$ cat src/rtl/bsearch_pkg.sv
// Shared types for the binary-search engine: FSM states, search modes and a
// depth helper used for worst-case latency bounds.
package bsearch_pkg;

  typedef enum logic [2:0] {IDLE, CHECK, READ, VREAD, DONE} state_t;

  typedef enum logic {MODE_EXACT = 1'b0, MODE_LBOUND = 1'b1} mode_t;

  // ceil(log2(depth+1)): halving iterations needed to collapse [0, depth)
  function automatic int clog2_depth(input int depth);
    int r;
    r = 0;
    while ((1 << r) < depth + 1) r++;
    return r;
  endfunction

endpackage

$ cat src/rtl/bsearch_engine.sv
// Binary search over an external sorted sync-read RAM; converges on the lowest
// index whose value is >= target, then verifies it for exact-match mode.
module bsearch_engine
  import bsearch_pkg::*;
#(
  parameter int VAL_WIDTH  = 8,
  parameter int ADDR_WIDTH = 5,
  parameter int STEP_WIDTH = 4
) (
  input  logic                  clock,
  input  logic                  reset_n,
  input  logic                  start,
  input  logic                  mode,
  input  logic [VAL_WIDTH-1:0]  target,
  output logic [ADDR_WIDTH-1:0] mem_addr,
  output logic                  mem_rd,
  input  logic [VAL_WIDTH-1:0]  mem_rdata,
  output logic                  busy,
  output logic                  done,
  output logic                  found,
  output logic                  not_found,
  output logic [ADDR_WIDTH-1:0] result_addr,
  output logic                  past_end,
  output logic [STEP_WIDTH-1:0] steps,
  output logic                  hex_en
);

  localparam logic [ADDR_WIDTH:0] DEPTH_V = {1'b1, {ADDR_WIDTH{1'b0}}};

  state_t                state, state_nxt;
  mode_t                 mode_q;
  logic [VAL_WIDTH-1:0]  tgt_q;
  logic [ADDR_WIDTH:0]   lo, hi, mid;
  logic                  found_q, nf_q;

  // lo/hi carry one extra bit so the empty range at DEPTH is representable
  assign mid = lo + ((hi - lo) >> 1);

  always_ff @(posedge clock or negedge reset_n) begin
    if (!reset_n) state <= IDLE;
    else          state <= state_nxt;
  end

  always_comb begin
    state_nxt = state;
    unique case (state)
      IDLE:  if (start) state_nxt = CHECK;
      CHECK: begin
        if (lo < hi)            state_nxt = READ;
        else if (lo == DEPTH_V) state_nxt = DONE;
        else                    state_nxt = VREAD;
      end
      READ:  state_nxt = CHECK;
      VREAD: state_nxt = DONE;
      DONE:  if (!start) state_nxt = IDLE;
      default: state_nxt = IDLE;
    endcase
  end

  always_comb begin
    mem_addr = '0;
    mem_rd   = 1'b0;
    if (state == CHECK) begin
      if (lo < hi) begin
        mem_addr = mid[ADDR_WIDTH-1:0];
        mem_rd   = 1'b1;
      end else if (lo != DEPTH_V) begin
        mem_addr = lo[ADDR_WIDTH-1:0];
        mem_rd   = 1'b1;
      end
    end
  end

  assign busy      = (state == CHECK) || (state == READ) || (state == VREAD);
  assign done      = (state == DONE);
  assign hex_en    = done;
  // flags are held after DONE but only presented while done is high
  assign found     = done & found_q;
  assign not_found = done & nf_q;

  always_ff @(posedge clock or negedge reset_n) begin
    if (!reset_n) begin
      mode_q      <= MODE_EXACT;
      tgt_q       <= '0;
      lo          <= '0;
      hi          <= '0;
      steps       <= '0;
      found_q     <= 1'b0;
      nf_q        <= 1'b0;
      past_end    <= 1'b0;
      result_addr <= '0;
    end else begin
      unique case (state)
        IDLE: if (start) begin
          mode_q   <= mode_t'(mode);
          tgt_q    <= target;
          lo       <= '0;
          hi       <= DEPTH_V;
          steps    <= '0;
          found_q  <= 1'b0;
          nf_q     <= 1'b0;
          past_end <= 1'b0;
        end
        CHECK: if (lo == hi && lo == DEPTH_V) begin
          result_addr <= '0;
          past_end    <= 1'b1;
          nf_q        <= 1'b1;
        end
        READ: begin
          steps <= steps + STEP_WIDTH'(1);
          if (mem_rdata < tgt_q) lo <= mid + (ADDR_WIDTH+1)'(1);
          else                   hi <= mid;
        end
        VREAD: begin
          steps       <= steps + STEP_WIDTH'(1);
          result_addr <= lo[ADDR_WIDTH-1:0];
          if (mode_q == MODE_EXACT) begin
            found_q <= (mem_rdata == tgt_q);
            nf_q    <= (mem_rdata != tgt_q);
          end else begin
            found_q <= 1'b1;
            nf_q    <= 1'b0;
          end
        end
        default: ;
      endcase
    end
  end

endmodule

$ cat config.mk
export PLATFORM = sky130hd
export DESIGN_NAME = bsearch_engine
export DESIGN_NICKNAME = d
export VERILOG_FILES = /design/src/rtl/bsearch_pkg.sv /design/src/rtl/bsearch_engine.sv
export SDC_FILE = /design/constraint.sdc
export NUM_CORES = 1
export LEC_CHECK = 0
export ABC_AREA = 1
export CORE_ASPECT_RATIO = 0.6
export CORE_MARGIN = 3
export CORE_UTILIZATION = 57
export DETAILED_ROUTE_END_ITERATION = 16
export PLACE_DENSITY = 0.85
export SYNTH_ARGS = -nofsm -noshare
export SYNTH_HDL_FRONTEND = slang
export SYNTH_SLANG_ARGS = --single-unit
$ cat constraint.sdc
create_clock -name clock -period 4.7 [get_ports clock]
set_input_delay 0.94 -clock clock [delete_from_list [all_inputs] [get_ports clock]]
set_output_delay 0.94 -clock clock [all_outputs]
set_load 0.01 [all_outputs]
# Word level (Yosys, flattened, before mapping)
# Index checks and enable logic that the tools add are counted.
[word_totals]
reg_bits = 36
[op_classes]
addsub = 4
magnitude_cmp = 2
n_eq_ne = 14
n_mux = 28
bitwise_logic = 2
n_reduce_logical = 20
[ops]
columns = ["operator", "count"]
rows = [
  ["$mux 6", 4],
  ["$pmux 6 s2", 2],
  ["$mux 5", 4],
  ["$pmux 3 s5", 1],
  ["$mux 3", 4],
  ["$reduce_and 3->1", 4],
  ["$pmux 5 s2", 1],
  ["$reduce_and 2->1", 5],
  ["$reduce_bool 2->1", 5],
  ["$eq 8x8->1", 1],
  ["$lt 8x8->1", 1],
  ["$ne 8x8->1", 1],
  ["$pmux 4 s2", 1],
  ["$mux 1", 7],
  ["$add 6x1->6 const B", 1],
  ["$add 6x5->6", 1],
  ["$eq 3x2->1 const B", 2],
  ["$eq 6x6->1", 1],
  ["$eq 6x6->1 const B", 1],
  ["$lt 6x6->1", 1],
  ["$ne 2x2->1 const B", 3],
  ["$ne 6x6->1 const B", 1],
  ["$sub 6x6->6", 1],
  ["$add 4x1->4 const B", 1],
  ["12 further kinds", 16],
]

# Logic depth before layout (Yosys ltp)
# Gate-level depths: netlist (run 1).
[logic_depth]
depth_word = 5
depth_mapped = 19
ltp_nobuf = 19

# Least setup slack after synthesis (run 1)
# Ideal clock, no wire load.
[synth_path]
path_kind = "reg-to-output"
start = "reg lo[0]"
end = "out mem_addr[4]"
t_arrival_ns = 2.228
required_ns = 3.760
path_slack_ns = 1.532
stages_incl_launch_ff = 12
path_buffers = 0
path_cell_list = "dfrtp_1 -> ha_1 -> inv_1 -> fa_1 -> ha_1 -> fa_1 -> nand3_1 -> nand3_1 -> nand2_1 -> nand2_1 -> o21ai_0 -> nor2_1"
[synth_via]
elab_chain_len = 4
word_cells_on_any_way = 7
cone_classes = "add/sub (2); order compare (1); eq/ne (1); mux (3)"
[synth_lines]
columns = ["item", "line_no", "rtl"]
rows = [
  ["start: declaration", "bsearch_engine.sv:33", "logic [ADDR_WIDTH:0] lo, hi, mid;"],
  ["start signal: assignment", "bsearch_engine.sv:111", "if (mem_rdata < tgt_q) lo <= mid + (ADDR_WIDTH+1)'(1);"],
  ["$sub 6x6->6 / $ne 6x6->1 (equally long branches)", "bsearch_engine.sv:37, bsearch_engine.sv:67", ""],
  ["$add 6x5->6 / $mux 5 (equally long branches)", "bsearch_engine.sv:37, bsearch_engine.sv:67", ""],
  ["$mux 5 *", "bsearch_engine.sv:64", "if (lo < hi) begin"],
  ["$mux 5 *", "bsearch_engine.sv:63", "if (state == CHECK) begin"],
  ["end: declaration", "bsearch_engine.sv:15", "output logic [ADDR_WIDTH-1:0] mem_addr,"],
]
# Every way passes the cells marked *; elsewhere a longest branch is shown, timed or not.

# Final worst setup path (run 1)
[layout_path]
start = "reg lo[1]"
end = "out mem_addr[4]"
# The elaborated chain is that of the path after synthesis.

==> flow_metrics.tcl, run 1 <==
set metrics [dict create \
    layout-drive-gt1-share_pct 5.16 \
    drtIter0Drc 225 \
    htreeDepth 2 \
    grt_pass1_vias 2164 \
    reg2reg_from "lo[0]$_DFFE_PN0P_" \
    synth-seq-cells 36 \
    cts_made_buffers 5 \
    cts_resized 0 \
    maxSlewViolCount 0 \
    synth.avg_cell_area_um2 7.46 \
    synth_seq_area_share_pct 37.3 \
    io_pins 41 \
    synth_area_leaders "dfrtp_1 (37%), nand2_1 (13%), ha_1 (11%)" \
    critPathRequiredTime_ns 3.76 \
    worstHoldStart "hi[3]$_DFFE_PN0P_" \
    synthCells 324 \
    start_util_pct 62.4 \
    root_buffer "clkbuf_8" \
    final_common_cell "nand2_1" \
    synth_cell_types 27 \
    syn-num-nets 367 \
    cts_setup_buffers 0 \
    fin_skew_ns 0.00795 \
    layout_common_cells "nand2_1 (82), inv_1 (51), clkdlybuf4s50_1 (40)" \
    leakagePower_nw 1.51 \
    cts_sinks 36 \
    setup-violations-final 0 \
    rrSetupSlack_ns 1.78 \
    cp-endpoint "mem_addr[4]" \
    grt_usage_pct 25.4 \
    min_period_ns 4.31 \
    gp_congestion 0.979 \
    end_kind "output port" \
    clock.fmax_mhz 232 \
    power.density_mw_per_mm2 785 \
    insertion_delay_ns 0.29 \
    start_kind "flip-flop" \
    reg2reg_depth 11 \
    n_antenna_cell 0 \
    synth_top_cell_area_share_pct 37.3 \
    first_pass_iters 5 \
    die-area_mm2 0.00508 \
    yosysTopAreaCell "dfrtp_1" \
    grt_pass1_wl_um 10500 \
    cts_tree "done" \
    hold_buffers 0 \
    netlist_area_mm2 0.00242 \
    path_clk_slew_ns 0.07 \
    rsz0062_at_grt "false" \
    clk_path_buf_depth 2 \
    finalCritPeriodShare_pct 91.6 \
    total_power_mw 2.33 \
    fin_setup_tns_ns 0 \
    antenna_found_initial 0 \
    hold_violations 0 \
    worst_slew_pin_slew_ns 0.635 \
    num_vias 2330 \
    rr_endpoint "lo[4]$_DFFE_PN0P_" \
    gr-total-overflow 0 \
    drc 0 \
    antenna_left 0 \
    yosysWarningCount 0 \
    die_y_um 56.4 \
    worst-setup-path-type "reg2out" \
    viasPerCell 5.48 \
    rows 17 \
    io_buffers 40 \
    cp.arrival_ns 3.37 \
    ir_drop_mv 0.508 \
    maxSlewHeadroom_pct 57.5 \
    coreArea_mm2 0.00387 \
    nets 411 \
    areaGrowthSynthToFinish_pct 22.6 \
    wirelength_um 6140 \
    place_hpwl_um 4760 \
    die_x_um 90.1 \
    grt_max_degree 37 \
    crit_fanout 7 \
    outcome "finished clean" \
    wl_per_cell_um 14.4 \
    cp-startpoint "lo[1]$_DFFE_PN0P_" \
    hold_class "reg2reg" \
    drv_cap 0 \
]
-- sequential cells by signal, indices dropped and copies added, names as in the netlist --
name / cells
found_q: 1
hi: 6
lo: 6
mode_q: 1
nf_q: 1
past_end: 1
result_addr: 5
state: 3
steps: 4
tgt_q: 8
-- critical path, stage by stage, from the launching register on --
cell and delay (ns):
dfrtp_1 0.44, inv_1 0.15, fa_1 0.49, nand2_1 0.10, nand2_1 0.08, xor2_1 0.16
ha_1 0.40, nand3_1 0.21, nand3_1 0.14, nand2_1 0.06, nand2_1 0.09, o21ai_0 0.10
nor2_1 0.13, clkdlybuf4s50_1 0.54
-- report_power, final --
part / internal [mW] / switching (mW)
Combinational: 0.597 / 0.965
Clock: 0.131 / 0.109
Sequential: 0.431 / 0.0927
Total: 1.16 / 1.17
-- final cells by class --
cell class | instances | area [µm²]
fill | 304 | 908
multi-input combinational | 230 | 1280
sequential | 36 | 901
tap | 57 | 71.3
inverter | 54 | 203
clock buffer | 7 | 96.3
timing repair buffer | 41 | 408
-- metal layers --
metal	up-vias	wire length (µm)	GRT usage [%]
li1	1120	-	-
met1	1054	2770	36.2
met2	138	2590	38.5
met3	18	677	8.17
met4	0	95	4.14
met5	-	0	0
-- worst min-delay path by stage --
stage	depth (start not counted)	slack [ns]	end
2_1_floorplan	2	0.44	nf_q$_DFFE_PN0P_
3_3_place_gp	2	0.46	nf_q$_DFFE_PN0P_
3_5_place_dp	2	0.47	hi[3]$_DFFE_PN0P_
4_1_cts	2	0.49	hi[3]$_DFFE_PN0P_
5_1_grt	2	0.51	tgt_q[0]$_DFFE_PN0P_
6_report	2	0.50	hi[3]$_DFFE_PN0P_
-- cell families after synthesis --
logic type / share of synthesized area (%)
DFF: 37.3
xor gates and xnor gates: 2.18
adders and majority gates: 12.5
AOI/OAI and AO/OA: 10.2
buffers and inverters: 9.58
and+or+nand+nor: 28.2
-- synth_stat cells --
cell type	number
or2_2	1
a22o_1	1
inv_2	3
dfrtp_1	36
nor2_1	29
nor2_4	2
buf_6	1
clkbuf_2	1
nor3_1	2
fa_1	2
buf_2	1
nand3_1	31
xnor2_1	2
o211ai_1	1
buf_4	1
a21boi_0	3
inv_1	51
o21ai_0	30
nand2_4	3
nand4_1	3
nand2_1	82
xor2_1	4
ha_1	21
nand3_2	1
and2b_2	1
o21bai_1	1
a21oi_1	10
-- per-stage QoR --
| stage | std cells | hold slack [ns] | utilization [%] | worst slack, ns | cell area, µm² |
|---|---|---|---|---|---|
| 2_1_floorplan | 324 | 0.442 | - | 1.53 | 2420 |
| 3_3_place_gp | 418 | 0.459 | 74.0 | 0.793 | 2870 |
| 3_5_place_dp | 418 | 0.472 | 74.0 | 0.768 | 2870 |
| 4_1_cts | 425 | 0.491 | 76.5 | 0.430 | 2960 |
| 5_1_grt | 425 | 0.508 | 76.5 | 0.128 | 2960 |
| 6_report | 425 | 0.496 | 76.5 | 0.395 | 2960 |
(Power assumes the default switching activity.)
==> run 2, diff against run 1 <==
PLACE_DENSITY = 0.9   (was 0.85)
==> run 2 against run 1 <==
Against the previous run: fmax down 0.91%; combinational power is 3% higher; non-clock buffer count is the same; via count shrank 1.8%; cell count increased by 0.24%; worst setup slack got worse by 0.039 ns; sequential power hardly changed; routed wire length rose by 2.8%; die area stayed put; critical path depth unchanged; sequential share of layout area grew 0.064 points.
==> flow_metrics.tcl, run 2 (synthesis results as in run 1) <==
set metrics [dict create \
    outcome "finished clean" \
    num-fill-cells 307 \
    first_pass_iters 5 \
    io_pins 41 \
    worst_slew_pin_slew_ns 0.644 \
    crit_path_max_incr_delay_ns 0.54 \
    cts_sinks 36 \
    layout_common_cells "nand2_1 (82), inv_1 (51), clkdlybuf4s50_1 (40)" \
    coreArea_mm2 0.00387 \
    crit_fanout 7 \
    reg_top3 "tgt_q (8), hi (6), lo (6)" \
    drc 0 \
    route.top_layer_used "met4" \
    cts_resized 0 \
    worst-setup-path-type "reg2out" \
    die_y_um 56.4 \
    finalCritPeriodShare_pct 92.4 \
    wl_met2_um 2720 \
    seq_area_um2 901 \
    hold_violations 0 \
    grt_max_degree 37 \
    gp_congestion 0.975 \
    cts_setup_buffers 0 \
    insertion_delay_ns 0.29 \
    cp_common_cell "nand2_1" \
    hold_buffers 0 \
    antenna_found_initial 0 \
    fin_skew_ns 0.00303 \
    start_util_pct 62.4 \
    combPwrFrac_pct 67.8 \
    viasPerCell 5.37 \
    cp.arrival_ns 3.40 \
    maxSlewHeadroom_pct 56.9 \
    clk_path_buf_depth 2 \
    grt_pass1_wl_um 10300 \
    antenna_left 0 \
    clock.fmax_mhz 230 \
    p_sw_mw 1.20 \
    cts_tree "done" \
    wl_met1_um 2890 \
    nets 411 \
    die-area_mm2 0.00508 \
    htreeDepth 2 \
    end_kind "output port" \
    cts_made_buffers 5 \
    crit_family "adder cells" \
    path_cells "inv_1 -> fa_1 -> nand2_1 -> nand2_1 -> xor2_1 -> ha_1 -> nand3_1 -> nand3_1 -> nand2_1 -> nand2_1 -> o21ai_0 -> nor2_1 -> clkdlybuf4s50_1" \
    multi_input_area_mm2 0.00128 \
    rows 17 \
    fin_setup_tns_ns 0 \
    path_clk_slew_ns 0.07 \
    rsz0062_at_grt "false" \
    hold_class "reg2reg" \
    grt_usage_pct 25.7 \
    p_int_mw 1.15 \
    total_power_mw 2.35 \
    wirelength_um 6310 \
    min_period_ns 4.34 \
    maxSlewViolCount 0 \
    worst-path-buf-inv 2 \
    num_vias 2289 \
    n_antenna_cell 0 \
    drtIter0Drc 235 \
    start_kind "flip-flop" \
    drv_cap 0 \
    pwr-share-seq_pct 22.3 \
    cp_slowest_cell "clkdlybuf4s50_1" \
    critPathRequiredTime_ns 3.76 \
    place_hpwl_um 4950 \
    wl_per_cell_um 14.8 \
    root_buffer "clkbuf_8" \
    power_frac_clock_pct 9.9 \
    largest_register "tgt_q" \
    power.density_mw_per_mm2 796 \
    final_common_cell "nand2_1" \
    die_x_um 90.1 \
    areaGrowthSynthToFinish_pct 22.4 \
    gr-total-overflow 0 \
    swShare_pct 51.0 \
    met3_length_um 659 \
    largest_reg_flops 8 \
    io_buffers 40 \
    layout-drive-gt1-share_pct 4.88 \
    ir_drop_mv 0.549 \
    setup-violations-final 0 \
    leakagePower_nw 1.50 \
    grt_pass1_vias 2148 \
]
## run 2: cell count changes in the layout (fill, tap and decap cells not counted), sizes merged
cell / delta
clkbuf: +1
## run 2: final cells by class
class	instances	share of cell area (%)
repair buffers	41	13.8
multi-input cells	230	43.4
inverters	54	6.86
flip-flops and latches	36	30.5
well taps	57	2.41
clock buffers	8	3.05
## run 2: path summary, 6_finish.rpt
check	slack (ns)	to	depth (start not counted)	startpoint
max	0.36	mem_addr[4]	13	lo[1]$_DFFE_PN0P_
max reg2reg	1.79	lo[4]$_DFFE_PN0P_	11	lo[0]$_DFFE_PN0P_
min in group asynchronous	1.11	steps[1]$_DFFE_PN0P_	2	reset_n
min	0.49	past_end$_DFFE_PN0P_	2	past_end$_DFFE_PN0P_
max in group asynchronous	3.26	lo[4]$_DFFE_PN0P_	2	reset_n
min reg2reg	0.49	past_end$_DFFE_PN0P_	2	past_end$_DFFE_PN0P_
## run 2: power by group through the flow
| stage | Combinational [mW] | Clock (mW) | Sequential (mW) |
|---|---|---|---|
| after floorplan | 1.07 | 0 | 0.518 |
| after global placement | 1.49 | 0 | 0.519 |
| after detailed placement | 1.56 | 0 | 0.527 |
| after CTS | 1.57 | 0.230 | 0.522 |
| after global routing | 1.76 | 0.246 | 0.539 |
| final | 1.60 | 0.232 | 0.525 |
## run 2: worst min-delay path, cell delays in order (launching register included)
cell     delay [ns]
dfrtp_1        0.35
nand2_1        0.05
nand2_1        0.06
## run 2: metrics by stage
step | cell area (µm²) | utilization [%] | cells | setup WS [ns] | hold slack (ns)
after floorplan | 2420 | - | 324 | 1.53 | 0.442
after global placement | 2870 | 74.0 | 418 | 0.797 | 0.460
after detailed placement | 2870 | 74.0 | 418 | 0.706 | 0.478
after CTS | 2960 | 76.4 | 426 | 0.388 | 0.493
after global routing | 2960 | 76.4 | 426 | 0.117 | 0.532
final | 2960 | 76.4 | 426 | 0.355 | 0.492
## run 2: layer usage
metal,vias up,track usage (%)
met1,1057,37.5
met4,0,5.23
met5,-,0
met2,105,38.4
met3,7,6.69
li1,1120,-
==> RTL change: new RTL, flow settings as in run 2 <==
Encoding of `state_t`: now Gray code (3 bits for 5 states).
--- a/src/rtl/bsearch_pkg.sv
+++ b/src/rtl/bsearch_pkg.sv
@@ -2,7 +2,7 @@
 // depth helper used for worst-case latency bounds.
 package bsearch_pkg;
 
-  typedef enum logic [2:0] {IDLE, CHECK, READ, VREAD, DONE} state_t;
+  typedef enum logic [2:0] {IDLE = 3'b000, CHECK = 3'b001, READ = 3'b011, VREAD = 3'b010, DONE = 3'b110} state_t;
 
   typedef enum logic {MODE_EXACT = 1'b0, MODE_LBOUND = 1'b1} mode_t;
 
Behaviour: same outputs for any inputs over 10 cycles, from zero or initial values and one cycle with reset_n low; not proved beyond that.
==> RTL change against run 2 <==
  * Worst setup slack worse by 0.024 ns
  * Critical path depth increased by 2
  * Count of clock-buffer cells in the layout fell by 3
  * Largest cell class unchanged
  * Area after synthesis is 1.2% higher
  * Critical endpoint unchanged
  * Sequential cell count is the same
  * First-iteration DRC count stayed put
  * Final area grew 1.7%
  * Wire length is 3.1% lower
  * Hold slack improved by 0.017 ns
  * Highest routed layer unchanged
Power is not shown: default switching activity piles up to over one toggle a cycle in this logic, so the estimate is an artifact.
==> RTL change: results <==
group,metric,value,unit
status,status,"finished, final reports clean",
drt,vias_per_cell,5.49,
cts,cts_htree_levels,2,
finish,finalNetCount,407,
global_route,grt_pass1_vias,2146,
yosys,syn_nets,363,
yosys,yosys-top-cells-area,"dfrtp_1 (37%), nand2_1 (13%), ha_1 (11%)",
yosys,synth_cell_types,34,
timing,fin_skew,0.00197,ns
place,dpl.hpwl,4.96,mm
finish,final_layout_size_suffix_gt1_frac,0.0822,
finish,filler_cell_count,280,
worst_setup_path,reg2reg_depth,16,
place,gp_congestion,0.941,
cts,clockBufferDepth,2,
finish,reg.largest.list,"tgt_q x8, hi x6, lo x6",
yosys,ys_top_cells_by_count,"nand2_1 (85), inv_1 (43), nand3_1 (37)",
cts,clk_latency,0.28,ns
drt,drt_iter0_markers,235,
cts,cts_made_buffers,5,
global_route,grt_max_degree,37,
worst_setup_path,worst_ep_arrival_time,3.43,ns
drt,routedWlPerCell,14.5,um
global_route,groute.usage.overall,0.252,
yosys,seq_area_frac_synth,0.368,
global_route,grt_pass1_wl,10.3,mm
timing,tightest_slew,0.652,ns
[RTL change: critical path, cell delays in order (launching register included)]
cell and delay, ns:
dfrtp_1 0.40, inv_1 0.06, ha_1 0.16, inv_1 0.07, fa_1 0.40, nand3_1 0.10, nand3_1 0.11, xor2_1 0.18
ha_1 0.41, nand3_1 0.17, nand3_1 0.13, nand2_1 0.06, nand2_1 0.12, o21ai_0 0.10, a21oi_1 0.15, clkdlybuf4s50_1 0.55
[RTL change: final timing paths]
kind	slack (ns)	end	from
max	0.33	mem_addr[4]	hi[0]
min	0.51	nf_q	nf_q
max reg2reg	1.82	lo[5]	lo[1]
min reg2reg	0.51	nf_q	nf_q
max in group asynchronous	3.32	lo[5]	reset_n
min in group asynchronous	1.06	steps[1]	reset_n
[RTL change: routing by layer]
layer / GRT usage / wire length (um) / vias to the layer above
met3: 0.0870 / 680 / 2
met1: 0.366 / 2850 / 1063
met2: 0.359 / 2580 / 122
met4: 0.0545 / 10 / 0
met5: 0 / 0 / -
li1: - / - / 1128
[RTL change: layout make-up]
| cell class | count | area (um^2) | share of cell area |
|---|---|---|---|
| flip-flops and latches | 36 | 901 | 0.300 |
| repair buffers | 41 | 408 | 0.136 |
| clock inverters | 3 | 42.5 | 0.0141 |
| inverters | 49 | 184 | 0.0612 |
| multi-input cells | 231 | 1330 | 0.443 |
| clock buffers | 5 | 68.8 | 0.0229 |
| well taps | 57 | 71.3 | 0.0237 |
[RTL change: per-stage QoR]
stage                     hold WS, ns  instance area (um^2)  std cells  worst slack, ns  utilization
after floorplan                 0.449                  2440        320             1.44            -
after global placement          0.467                  2900        414            0.722        0.744
after detailed placement        0.482                  2900        414            0.661        0.744
after CTS                       0.500                  3010        422            0.347        0.772
after global routing            0.525                  3010        422          0.00922        0.772
final                           0.509                  3010        422            0.331        0.772
[RTL change: logic make-up (layout without fill, tap and decap cells)]
logic type | Yosys count | count (layout) | share of synthesized area
simple gates | 155 | 155 | 0.295
fa+ha+maj | 23 | 23 | 0.124
flops | 36 | 36 | 0.368
xor+xnor | 6 | 6 | 0.0215
buf+inv | 53 | 98 | 0.0870
compound gates | 47 | 47 | 0.104
